===== config.mk =====
export PLATFORM = sky130hd
export DESIGN_NAME = mc_datapath
export DESIGN_NICKNAME = d
export VERILOG_FILES = /design/src/rtl/mc_datapath.sv
export SDC_FILE = /design/constraint.sdc
export NUM_CORES = 2
export LEC_CHECK = 0
export BUFFER_PORTS_ARGS = -buffer_cell sky130_fd_sc_hd__buf_2
export CAP_MARGIN = 20
export CORE_MARGIN = 3
export CORE_UTILIZATION = 30
export CTS_BUF_LIST = sky130_fd_sc_hd__clkbuf_2
export DETAILED_ROUTE_END_ITERATION = 7
export PLACE_DENSITY = 0.53
export SYNTH_ARGS = -nofsm -noshare
export SYNTH_HDL_FRONTEND = slang
export SYNTH_SLANG_ARGS = --single-unit

===== constraint.sdc =====
create_clock -name clk -period 3.65 [get_ports clk]
set_input_delay 0.73 -clock clk [delete_from_list [all_inputs] [get_ports clk]]
set_output_delay 0.73 -clock clk [all_outputs]
set_load 0.1 [all_outputs]

===== src/rtl/mc_datapath.sv =====
// Multicycle MIPS-subset datapath: one shared req/ready memory port, internal register file and a
// Fetch/Decode/Exec/Mem/Writeback control FSM with a sticky error state.
module mc_datapath #(
   parameter logic [31:0] RESET_PC = 32'h0000_0000,
   parameter int unsigned NREGS    = 32,
   parameter int unsigned CNT_W    = 32
) (
   input  logic             clk,
   input  logic             reset,
   output logic             mem_req,
   output logic             mem_we,
   output logic [31:0]      mem_addr,
   output logic [31:0]      mem_wdata,
   input  logic [31:0]      mem_rdata,
   input  logic             mem_ready,
   output logic [31:0]      pc,
   output logic             retire,
   output logic [CNT_W-1:0] retire_cnt,
   output logic             illegal
);
   localparam int unsigned RA_W = $clog2(NREGS);
   // Bit i set when register index i exists.
   localparam logic [31:0] RegValid = (NREGS >= 32) ? 32'hFFFF_FFFF
                                                    : ((32'd1 << NREGS) - 32'd1);

   localparam logic [5:0] OpR = 6'h00, OpJ = 6'h02, OpBeq = 6'h04, OpBne = 6'h05;
   localparam logic [5:0] OpAddi = 6'h08, OpLui = 6'h0F, OpLw = 6'h23, OpSw = 6'h2B;
   localparam logic [5:0] FnAdd = 6'h20, FnSub = 6'h22, FnAnd = 6'h24, FnOr = 6'h25;
   localparam logic [5:0] FnSlt = 6'h2A;

   typedef enum logic [2:0] {
      StFetch, StDecode, StExec, StMem, StRwb, StIwb, StLwb, StError
   } state_e;

   state_e           state_q, state_d;
   logic [31:0]      pc_q, pc_d, ir_q, ir_d, a_q, a_d, b_q, b_d;
   logic [31:0]      alu_q, alu_d, mdr_q, mdr_d;
   logic [CNT_W-1:0] cnt_q, cnt_d;
   logic [31:0]      rf_q [NREGS];

   logic [5:0]  op, funct;
   logic [4:0]  rs, rt, rd;
   logic [15:0] imm;
   logic [31:0] sext_imm, ea, alu_r, rf_a, rf_b;
   logic        op_ok, idx_bad, use_rs, use_rt, use_rd, taken;
   logic        req_c, we_c, retire_c, rf_we;
   logic [31:0] addr_c, wdata_c, rf_wdata;
   logic [4:0]  rf_waddr;

   assign op       = ir_q[31:26];
   assign rs       = ir_q[25:21];
   assign rt       = ir_q[20:16];
   assign rd       = ir_q[15:11];
   assign funct    = ir_q[5:0];
   assign imm      = ir_q[15:0];
   assign sext_imm = {{16{imm[15]}}, imm};
   assign ea       = a_q + sext_imm;
   // r0 is never written, so it always reads back as zero.
   assign rf_a     = rf_q[rs[RA_W-1:0]];
   assign rf_b     = rf_q[rt[RA_W-1:0]];
   assign taken    = (a_q == b_q) ^ (op == OpBne);

   always_comb begin
      op_ok  = 1'b1;
      use_rs = 1'b1;
      use_rt = 1'b1;
      use_rd = 1'b0;
      case (op)
         OpR:                              begin
            use_rd = 1'b1;
            op_ok  = funct inside {FnAdd, FnSub, FnAnd, FnOr, FnSlt};
         end
         OpLw, OpSw, OpBeq, OpBne, OpAddi: op_ok = 1'b1;
         OpLui:                            use_rs = 1'b0;
         OpJ:                              begin
            use_rs = 1'b0;
            use_rt = 1'b0;
         end
         default:                          op_ok = 1'b0;
      endcase
      idx_bad = (use_rs & ~RegValid[rs]) | (use_rt & ~RegValid[rt]) | (use_rd & ~RegValid[rd]);
   end

   always_comb begin
      case (funct)
         FnSub:   alu_r = a_q - b_q;
         FnAnd:   alu_r = a_q & b_q;
         FnOr:    alu_r = a_q | b_q;
         FnSlt:   alu_r = {31'b0, $signed(a_q) < $signed(b_q)};
         default: alu_r = a_q + b_q;
      endcase
   end

   always_comb begin
      state_d  = state_q;
      pc_d     = pc_q;
      ir_d     = ir_q;
      a_d      = a_q;
      b_d      = b_q;
      alu_d    = alu_q;
      mdr_d    = mdr_q;
      req_c    = 1'b0;
      we_c     = 1'b0;
      addr_c   = '0;
      wdata_c  = '0;
      retire_c = 1'b0;
      rf_we    = 1'b0;
      rf_waddr = '0;
      rf_wdata = '0;
      case (state_q)
         StFetch: begin
            req_c  = 1'b1;
            addr_c = pc_q;
            if (mem_ready) begin
               ir_d    = mem_rdata;
               pc_d    = pc_q + 32'd4;
               state_d = StDecode;
            end
         end
         StDecode: begin
            a_d   = rf_a;
            b_d   = rf_b;
            alu_d = pc_q + {sext_imm[29:0], 2'b00};
            if (!op_ok || idx_bad) begin
               state_d = StError;
            end else if (op == OpJ) begin
               pc_d     = {pc_q[31:28], ir_q[25:0], 2'b00};
               retire_c = 1'b1;
               state_d  = StFetch;
            end else begin
               state_d = StExec;
            end
         end
         StExec: begin
            case (op)
               OpR: begin
                  alu_d   = alu_r;
                  state_d = StRwb;
               end
               OpLw, OpSw: begin
                  alu_d   = ea;
                  state_d = (ea[1:0] != 2'b00) ? StError : StMem;
               end
               OpBeq, OpBne: begin
                  if (taken) pc_d = alu_q;
                  retire_c = 1'b1;
                  state_d  = StFetch;
               end
               OpAddi: begin
                  alu_d   = ea;
                  state_d = StIwb;
               end
               OpLui: begin
                  alu_d   = {imm, 16'h0000};
                  state_d = StIwb;
               end
               default: state_d = StError;
            endcase
         end
         StMem: begin
            req_c   = 1'b1;
            we_c    = (op == OpSw);
            addr_c  = alu_q;
            wdata_c = we_c ? b_q : 32'h0;
            if (mem_ready) begin
               if (we_c) begin
                  retire_c = 1'b1;
                  state_d  = StFetch;
               end else begin
                  mdr_d   = mem_rdata;
                  state_d = StLwb;
               end
            end
         end
         StRwb, StIwb, StLwb: begin
            rf_we    = 1'b1;
            rf_waddr = (state_q == StRwb) ? rd : rt;
            rf_wdata = (state_q == StLwb) ? mdr_q : alu_q;
            retire_c = 1'b1;
            state_d  = StFetch;
         end
         default: state_d = StError;
      endcase
      cnt_d = cnt_q + CNT_W'(retire_c);
   end

   always_ff @(posedge clk or negedge reset) begin
      if (!reset) begin
         state_q <= StFetch;
         pc_q    <= RESET_PC;
         ir_q    <= '0;
         a_q     <= '0;
         b_q     <= '0;
         alu_q   <= '0;
         mdr_q   <= '0;
         cnt_q   <= '0;
         for (int unsigned i = 0; i < NREGS; i++) rf_q[i] <= '0;
      end else begin
         state_q <= state_d;
         pc_q    <= pc_d;
         ir_q    <= ir_d;
         a_q     <= a_d;
         b_q     <= b_d;
         alu_q   <= alu_d;
         mdr_q   <= mdr_d;
         cnt_q   <= cnt_d;
         if (rf_we && rf_waddr != 5'd0) rf_q[rf_waddr[RA_W-1:0]] <= rf_wdata;
      end
   end

   // Held in FETCH during reset; gate so the port is quiet until reset releases.
   assign mem_req    = req_c & reset;
   assign mem_we     = we_c & reset;
   assign mem_addr   = reset ? addr_c : 32'h0;
   assign mem_wdata  = reset ? wdata_c : 32'h0;
   assign pc         = pc_q;
   assign retire     = retire_c;
   assign retire_cnt = cnt_q;
   assign illegal    = (state_q == StError);

endmodule


==> impl_metrics.toml <==
[placement]
numPortBuffers = 166
dpl.hpwl_um = 183000
gp_congestion = 1.01
dp_cells = 9742
postPlaceCellArea_um2 = 78900

[timing]
tightestPinTransition_ns = 1.24
hold_viol = 0
fmax_mhz = 225
max-slew-margin-rel_pct = 17.6
setup_tns_ns = -47.45
setup_ws_ns = -0.797
fin_worst_skew_ns = 0.218
setup-violations-final = 68
slew_viol_final = 0
rsz0062_at_grt = "yes"
post-route-period-util_pct = 122
fin_crit_ns = 4.45
timing.hold.ws_ns = 0.240

[global_routing]
grt_usage_pct = 22.7
gr-total-overflow = 0
grt_pass1_vias = 57562
grt_pass1_wl_um = 407000
grt_max_degree = 173
antenna_found_initial = 11

[hold_path]
hold_path.class = "in -> reg"
holdPathEnd = "mdr_q[29]"
min_path_cells = 4
min_from = "mem_rdata[29]"

[route]
vias = 58628
viasPerCell = 5.60
drt_iter0_drc = 6259
wl_per_cell_um = 26.8
antenna_left = 0
wirelength_um = 280000
drt_first_pass_iters = 7
drc = 0

[finish]
fin_area_um2 = 84700
syn_to_final_growth_pct = 19.7
finalNonFillerCells = 10470
fin_util_pct = 36.2
nFillCells = 23221
drive_gt1_share_pct = 28.8
nets = 7300

[floorplanning]
initial_utilization_pct = 30.3
ios = 167
rows = 177
die_y_um = 492
die_w_um = 492
die-area_um2 = 242000
core_um2 = 234000

[setup_path]
worstReg2RegStart = "b_q[8]"
r2r_slack_ns = 0.08
critPathRequiredTime_ns = 2.92
reg2reg_depth = 13
endpoint_kind = "output pin"
critPathArrivalTime_ns = 3.72
start_kind = "primary input"
crit_type = "in -> out"
r2r-end = "alu_q[19]"
cp_max_fo = 24

[cts]
htreeDepth = 5
cts_buffers = 348
root_buffer = "clkbuf_2"
clk_latency_ns = 1.88
cts_tree = "done"
path_clk_slew_ns = 0.11
cts_max_path_buffers = 4
cts_sinks = 1251

[synthesis]
synth_cell_types = 85
synthCells = 6615
ys_top_cells_by_area = "dfrtp_1 (44%), mux4_2 (20%), o21ai_0 (8.6%)"
async_flop_share_pct = 100
synth.cell_area_um2 = 70700
syn_nets = 6813
yosysWarnings = 0
synth_top_flop_cell = "dfrtp_1"
synth_common_cells = "nand2_1 (1297), dfrtp_1 (1251), o21ai_0 (1220)"
synth.avg_cell_area_um2 = 10.7
yosysSeqAreaShare_pct = 44.3
yosysTopAreaCell = "dfrtp_1"
synth_edf_count = 0
synth_top_cell_area_share_pct = 44.3
yosysMostFrequentCell = "nand2_1"
synth-seq-cells = 1251

[power]
p_per_area_nw_per_um2 = 873
p_leak_nw = 36.4
peakVddDrop_v = 0.000681

[run_status]
outcome = "finished with violations"
violations = "negative setup slack"

[run]
drv_cap = 0
-- layout by cell type (no fill, tap or decap), types with 58 or more instances in the layout --
master,n
xnor2_1,58
dfrtp_1,1229
mux2_2,92
clkinv_1,85
buf_4,391
buf_12,169
mux4_2,640
o21ai_0,1216
nor2_1,142
clkbuf_2,467
ha_1,157
dlygate4sd3_1,73
inv_1,121
mux2i_1,77
a21oi_1,156
nand2_1,1264
-- state kept, by name, indices dropped and copies added (netlist names) --
name / cells
rf_q: 1024
mdr_q: 32
retire_cnt: 32
b_q: 32
state_q: 3
a_q: 32
pc: 32
alu_q: 32
ir_q: 32
-- metrics by stage --
stage          total power (W)  setup slack (ns)
6_report                0.0740            -0.797
5_1_grt                 0.0776            -0.923
4_1_cts                 0.0727            -0.919
3_5_place_dp            0.0614           -0.0657
3_3_place_gp            0.0611           -0.0769
2_1_floorplan           0.0445            -0.582
-- worst max-delay path, stage by stage --
cell	delay (ns)
buf_12	0.15
buf_16	0.15
buf_12	0.10
buf_12	0.09
buf_12	0.11
buf_12	0.11
buf_12	0.10
buf_12	0.09
buf_12	0.09
buf_12	0.09
buf_12	0.15
dlygate4sd3_1	0.90
buf_6	0.32
nor2b_2	0.24
buf_12	0.19
-- cells by family after synthesis --
kind of cell	count (synthesis)	synth area share (%)
flip-flops	1251	44.3
AND/OR/NAND/NOR	1798	10.7
AO/OA/AOI/OAI	1779	14.2
multiplexers	809	22.9
adder cells (fa/ha/maj)	163	2.93
XOR/XNOR	90	1.11
buffers and inverters	725	3.86
-- report_power, final --
part           internal [W]  switching [W]
logic                0.0170         0.0266
clock network       0.00395        0.00636
registers            0.0167        0.00336
total                0.0377         0.0363
-- repair_timing --
action / 4_1_cts / 5_1_grt
resized for setup: 199 / 101
hold buffers: 86 / 0
setup endpoints to repair: 130 / 182
cloned: 7 / 7
buffers inserted: 18 / 24
pin swaps: 7 / 18
endpoints found under the hold margin: 1318 / 0
-- layer usage --
layer	vias up	track usage [%]	part of all wire [%]
met1	29734	31.2	42
met3	635	5.09	8.8
met5	-	0	0.0096
met2	2914	34.2	44
li1	25341	-	-
met4	4	10.1	4.8
-- worst max-delay path by stage --
stage / from / to / slack (ns) / depth (start not counted)
2_1_floorplan: state_q[1] / mem_wdata[22] / -0.58 / 6
3_3_place_gp: a_q[9] / alu_q[21] / -0.08 / 12
3_5_place_dp: a_q[6] / alu_q[21] / -0.07 / 12
4_1_cts: state_q[1] / mem_wdata[19] / -0.92 / 9
5_1_grt: state_q[1] / mem_addr[1] / -0.92 / 8
6_report: reset / mem_addr[28] / -0.80 / 15
-- layout make-up --
class,instances,area [um^2],area share (%)
diodes,4,10.0,0.0118
clock buffers,467,2340,2.76
clock inverters,115,639,0.755
inverters,122,458,0.541
multi-input cells,4639,37700,44.5
flip-flops and latches,1251,31400,37.0
well taps,3132,3920,4.63
repair buffers,740,8250,9.74
(Power assumes the default switching activity.)
